## config.mk

```make
export PLATFORM = sky130hd
export DESIGN_NAME = team_06_i2s_to_dac
export DESIGN_NICKNAME = d
export VERILOG_FILES = /design/src/rtl/team_06_i2s_to_dac.sv
export SDC_FILE = /design/constraint.sdc
export NUM_CORES = 1
export LEC_CHECK = 0
export CAP_MARGIN = 25
export CORE_MARGIN = 8
export CORE_UTILIZATION = 54
export CTS_CLUSTER_DIAMETER = 200
export DETAILED_ROUTE_END_ITERATION = 10
export GPL_ROUTABILITY_DRIVEN = 1
export MAX_ROUTING_LAYER = met4
export PLACE_DENSITY = 0.78
export SKIP_LAST_GASP = 1
export SLEW_MARGIN = 20
export SYNTH_ARGS = -nofsm -noshare
export SYNTH_HDL_FRONTEND = slang
export SYNTH_SLANG_ARGS = --single-unit
```

## constraint.sdc

```tcl
create_clock -name clk -period 2.7 [get_ports clk]
set_input_delay 0.27 -clock clk [delete_from_list [all_inputs] [get_ports clk]]
set_output_delay 0.27 -clock clk [all_outputs]
set_load 0.05 [all_outputs]
```

## src/rtl/team_06_i2s_to_dac.sv

```systemverilog
// Philips I2S transmitter, mono: one buffered signed sample is sent MSB-first,
// left-justified in both 32-bit slots of a 64-bit frame; sclk and ws are generated here.
module team_06_i2s_to_dac #(
    parameter int CLK_DIV  = 4,
    parameter int SAMPLE_W = 8
) (
    input  logic                clk,
    input  logic                rst,
    input  logic                enable,
    input  logic [SAMPLE_W-1:0] sample_in,
    input  logic                sample_valid,
    output logic                sample_ready,
    output logic                sclk,
    output logic                ws,
    output logic                sd,
    output logic                frame_start,
    output logic                underrun,
    output logic                busy
);

    localparam int DIV_W = (CLK_DIV > 1) ? $clog2(CLK_DIV) : 1;
    localparam logic [DIV_W-1:0] DIV_LAST = DIV_W'(CLK_DIV - 1);

    typedef enum logic {
        IDLE = 1'b0,
        RUN  = 1'b1
    } state_t;

    state_t              state_q, state_d;
    logic [DIV_W-1:0]    div_cnt_q, div_cnt_d;
    logic [5:0]          p_q, p_d;
    logic                sclk_q, sclk_d;
    logic                ws_q, ws_d;
    logic                sd_q, sd_d;
    logic                frame_start_q, frame_start_d;
    logic                underrun_q, underrun_d;
    logic                busy_q, busy_d;
    logic                hold_full_q, hold_full_d;
    logic [SAMPLE_W-1:0] hold_q, hold_d;
    logic [SAMPLE_W-1:0] shift_q, shift_d;
    logic                accept_s;
    logic                load_s;

    // Bit of the left-justified 32-bit slot at slot index k (0 = MSB); zero below the sample.
    function automatic logic slot_bit(input logic [SAMPLE_W-1:0] smp, input logic [4:0] k);
        logic [31:0] slot;
        slot = 32'(smp) << (32 - SAMPLE_W);
        return slot[5'd31 - k];
    endfunction

    // Next-state logic for the FSM, bit-clock divider and frame position.
    always_comb begin
        state_d       = state_q;
        div_cnt_d     = div_cnt_q;
        p_d           = p_q;
        sclk_d        = sclk_q;
        ws_d          = ws_q;
        sd_d          = sd_q;
        frame_start_d = 1'b0;
        underrun_d    = 1'b0;
        shift_d       = shift_q;
        load_s        = 1'b0;
        case (state_q)
            IDLE: begin
                div_cnt_d = '0;
                sclk_d    = 1'b0;
                p_d       = 6'd63;
                if (enable) begin
                    state_d = RUN;
                end else begin
                    state_d = IDLE;
                end
            end
            RUN: begin
                if (div_cnt_q == DIV_LAST) begin
                    div_cnt_d = '0;
                    sclk_d    = ~sclk_q;
                    if (sclk_q) begin
                        // Falling edge: a frame in progress always runs to p=63 before stopping.
                        if ((p_q == 6'd63) && !enable) begin
                            state_d = IDLE;
                        end else begin
                            p_d = p_q + 6'd1;
                            if (p_q == 6'd63) begin
                                load_s        = 1'b1;
                                frame_start_d = 1'b1;
                                if (hold_full_q) begin
                                    shift_d = hold_q;
                                end else begin
                                    shift_d    = '0;
                                    underrun_d = 1'b1;
                                end
                            end else begin
                                load_s = 1'b0;
                            end
                        end
                        ws_d = (p_d >= 6'd31) && (p_d <= 6'd62);
                        sd_d = slot_bit(shift_d, p_d[4:0]);
                    end else begin
                        ws_d = ws_q;
                    end
                end else begin
                    div_cnt_d = div_cnt_q + DIV_W'(1);
                end
            end
            default: begin
                state_d = IDLE;
            end
        endcase
        busy_d = (state_d == RUN);
    end

    // Holding register: a frame-start load sees the pre-edge hold state, so a
    // same-cycle accept into an empty hold waits for the following frame.
    always_comb begin
        accept_s    = sample_valid & ~hold_full_q;
        hold_full_d = hold_full_q;
        hold_d      = hold_q;
        if (load_s && hold_full_q) begin
            hold_full_d = 1'b0;
        end else if (accept_s) begin
            hold_full_d = 1'b1;
            hold_d      = sample_in;
        end else begin
            hold_full_d = hold_full_q;
        end
    end

    // State registers with synchronous reset.
    always_ff @(posedge clk) begin
        if (rst) begin
            state_q       <= IDLE;
            div_cnt_q     <= '0;
            p_q           <= 6'd63;
            sclk_q        <= 1'b0;
            ws_q          <= 1'b0;
            sd_q          <= 1'b0;
            frame_start_q <= 1'b0;
            underrun_q    <= 1'b0;
            busy_q        <= 1'b0;
            hold_full_q   <= 1'b0;
            hold_q        <= '0;
            shift_q       <= '0;
        end else begin
            state_q       <= state_d;
            div_cnt_q     <= div_cnt_d;
            p_q           <= p_d;
            sclk_q        <= sclk_d;
            ws_q          <= ws_d;
            sd_q          <= sd_d;
            frame_start_q <= frame_start_d;
            underrun_q    <= underrun_d;
            busy_q        <= busy_d;
            hold_full_q   <= hold_full_d;
            hold_q        <= hold_d;
            shift_q       <= shift_d;
        end
    end

    assign sample_ready = ~hold_full_q;
    assign sclk         = sclk_q;
    assign ws           = ws_q;
    assign sd           = sd_q;
    assign frame_start  = frame_start_q;
    assign underrun     = underrun_q;
    assign busy         = busy_q;

endmodule
```

==> impl_results.md <==
- PwrDens: 456.2 mW/mm2
- Footprint of the multi-input gates: 870.8 um2
- Pins Over Slew Limit: 0
- Final Hold Fails: 0
- Area grow syn2layout: 14.61%
- Yosys reg bits: 31
- Critical Path Start: p_q[1]$_SDFFE_PP1P_
- Relative slew margins: 64.80%
- Placed Area: 0.001737 mm2
- Wire per inst: 14.92 um
- Fin crit share: 81.52%
- Cell internal pwr: 0.0006036 W
- CTS max path bufs: 2
- Synthesized area per cell: 8.036 um2
- Reg2Reg Setup Slack: 500 ps
- Routed WL: 3626 um
- Synth cell types: 45
- Starting Density: 56.53%
- Std-Cell Core Area: 0.002758 mm2
- Post-DRT Antenna Nets: 0
- Clock latency on the worst-skew pair: 320 ps
- Outcome: completed
- Gpl congestion: 0.9664
- Fill cells: 240
- Sequential cell area: 620.6 um2
- CP Class: flip-flop to flip-flop
- Synth area leaders: dfxtp_1 40%, nand2_1 9.6%, a21oi_1 7.7%
- Hold_buf cts: 0
- Post-detailed-route DRC marker count: 0
- Critical path cell sequence: ha_1 > and4_4 > nand2_1 > a21oi_1 > o221ai_1 > o2111a_1 > o41ai_2
- Initial antenna violation count: 0
- Nets: 225
- Max Fanout on Critical Path: 11
- Cell area after synthesis: 0.001559 mm2
- Critical path launch point type: flip-flop
- DP Wirelength: 2746 um
- Type of the tightest min-delay check: flip-flop to flip-flop
- Antenna diodes: 0
- CP max stage delay: 430 ps
- Initial DRC Count: 148
- WP buf/inv: 0
- Max frequency: 454.3 MHz
- Io pins: 19
- H-Tree Depth: 2
- Clock sinks: 31
- Clk_skew: 5.968 ps
- Fin crit period: 2201 ps
- Synth warnings: 0
- Most frequent cell after synthesis: nand2_1
- Fin Setup TNS: 0 ps
- Fin Hold WS: 432.2 ps
- Vias per cell: 5.893
- Vias in the first global route: 1390
- Pleak: 0.6587 nW
- First-pass GRT wire length: 6285 um
- Synth area leader: dfxtp_1
- Net Count, Synth: 208
- Hold depth: 1
- Delay-heaviest family, CP: compound AO/OA/AOI/OAI gates
- Clock network power share: 31.4%
- EDFF count, synth: 0
- Overall Global Routing Usage: 15.69%
- Die Ht: 69.73 um
- Part of the power in combinational logic: 9.6%
- Worst setup path end: sd$_SDFFE_PP0P_
- Max_cap viols: 0
- Buffers on Ports: 18
- Post-cts sizing count: 0
- Post-layout util: 64.79%
- Peak supply drop: 0.3415 mV
- Primary FF master, synth: dfxtp_1
- RR Endpoint: sd$_SDFFE_PP0P_
- Inserted Clock Buffers: 5
- Yosys top cell area share: 39.81%
- Post-CTS setup buffer count: 0
- Clk slew on worst S/H paths: 100 ps
- Sequential fraction of the synthesis area: 39.81%
- Die W: 69.73 um
- Reg2reg path depth: 7
- Clk root buf: clkbuf_4
- Number of stages on the worst setup path: 7
- Setup Viol. Count Final: 0
- Layout cells sized above 1: 8.491%
- Worst R2R Start: p_q[1]$_SDFFE_PP1P_
- Unrepaired setup endpoints after global routing: false
- Mapped Cells: 194
- Sw power: 0.0002115 W
- Power share of the sequential group: 59.0%
- CP endpoint kind: flip-flop
- Worst path required time: 2940 ps
- Die area: 0.004862 mm2
- Post-route cell area: 0.001787 mm2
- CP max-delay cell: dfxtp_1
- Worst slew pin tran: 526.9 ps
- Synth cell count leaders: 40 x nand2_1, 31 x dfxtp_1, 24 x a21oi_1
- Sw Share: 25.95%
- Grt ovf: 0
- Vias: 1432
- # rows: 19
- Drt first pass iters: 4
- Ys async rst share: 0%
- Worst EP arrival: 2440 ps
- CTS tree: built
- Largest net degree at the start of global routing: 24
routing by layer:
layer,part of all wire [%],wire length (um),GRT usage [%]
met5,0,0,-
met3,4.4,158,3.863
met2,48,1750,23.87
met1,45,1622,18.41
met4,2.6,94,8.929
registers in the layout, summed over array words and instances, names as in the netlist:
| name | cells |
|---|---|
| hold_q | 8 |
| underrun | 1 |
| frame_start | 1 |
| p_q | 6 |
| sclk | 1 |
| sd | 1 |
| hold_full_q | 1 |
| busy | 1 |
| ws | 1 |
| shift_q | 8 |
| div_cnt_q | 2 |
placed cells by master (no fill, tap or decap), types with 4 or more instances in the layout:
| cell type | n |
|---|---|
| clkdlybuf4s50_1 | 18 |
| nand3_1 | 13 |
| clkbuf_4 | 5 |
| nand2_1 | 40 |
| dfxtp_1 | 31 |
| o21ai_0 | 9 |
| nor2b_1 | 4 |
| a21oi_1 | 24 |
| nor2_1 | 10 |
| o211ai_1 | 4 |
| nor3_1 | 5 |
area by class of cell:
class	count	share of cell area, %
multi-input cells	150	48.74
flip-flops and latches	31	34.73
repair buffers	20	10.92
clock buffers	7	2.521
well taps	31	2.171
inverters	3	0.6303
clock inverters	1	0.2801
power by group through the flow:
stage	clock network [W]	logic [W]	registers (W)
finish	0.000256	0.0000784	0.000481
global route	0.000283	0.0000859	0.000483
CTS	0.000263	0.0000786	0.000481
detailed placement	0	0.0000785	0.000492
global placement	0	0.0000766	0.000491
floorplan	0	0.0000488	0.000489
per-stage QoR:
step           std cells  total power [W]  setup slack (ps)
2_1_floorplan        194        0.0005379             768.9
3_3_place_gp         235        0.0005678             451.6
5_1_grt              243        0.0008519             357.7
3_5_place_dp         235        0.0005701             380.8
4_1_cts              243        0.0008225             523.7
6_report             243        0.0008151             499.0
logic make-up after synthesis:
group,synth area share (%)
xor gates and xnor gates,2.248
and+or+nand+nor,29.29
AOI/OAI and AO/OA,20.71
DFF,39.81
adders and majority gates,1.605
buffers and inverters,4.334
muxes,2.006
how the worst min path moves through the flow:
stage | endpoint | start | slack, ps
3_3_place_gp | div_cnt_q[0]$_SDFF_PP0_ | div_cnt_q[0]$_SDFF_PP0_ | 420
2_1_floorplan | hold_q[3]$_SDFFE_PP0P_ | sample_in[3] | 410
3_5_place_dp | div_cnt_q[0]$_SDFF_PP0_ | div_cnt_q[0]$_SDFF_PP0_ | 430
4_1_cts | div_cnt_q[0]$_SDFF_PP0_ | div_cnt_q[0]$_SDFF_PP0_ | 440
5_1_grt | div_cnt_q[0]$_SDFF_PP0_ | div_cnt_q[0]$_SDFF_PP0_ | 460
6_report | div_cnt_q[0]$_SDFF_PP0_ | div_cnt_q[0]$_SDFF_PP0_ | 430
No activity file was read; power rests on OpenSTA's default activity.
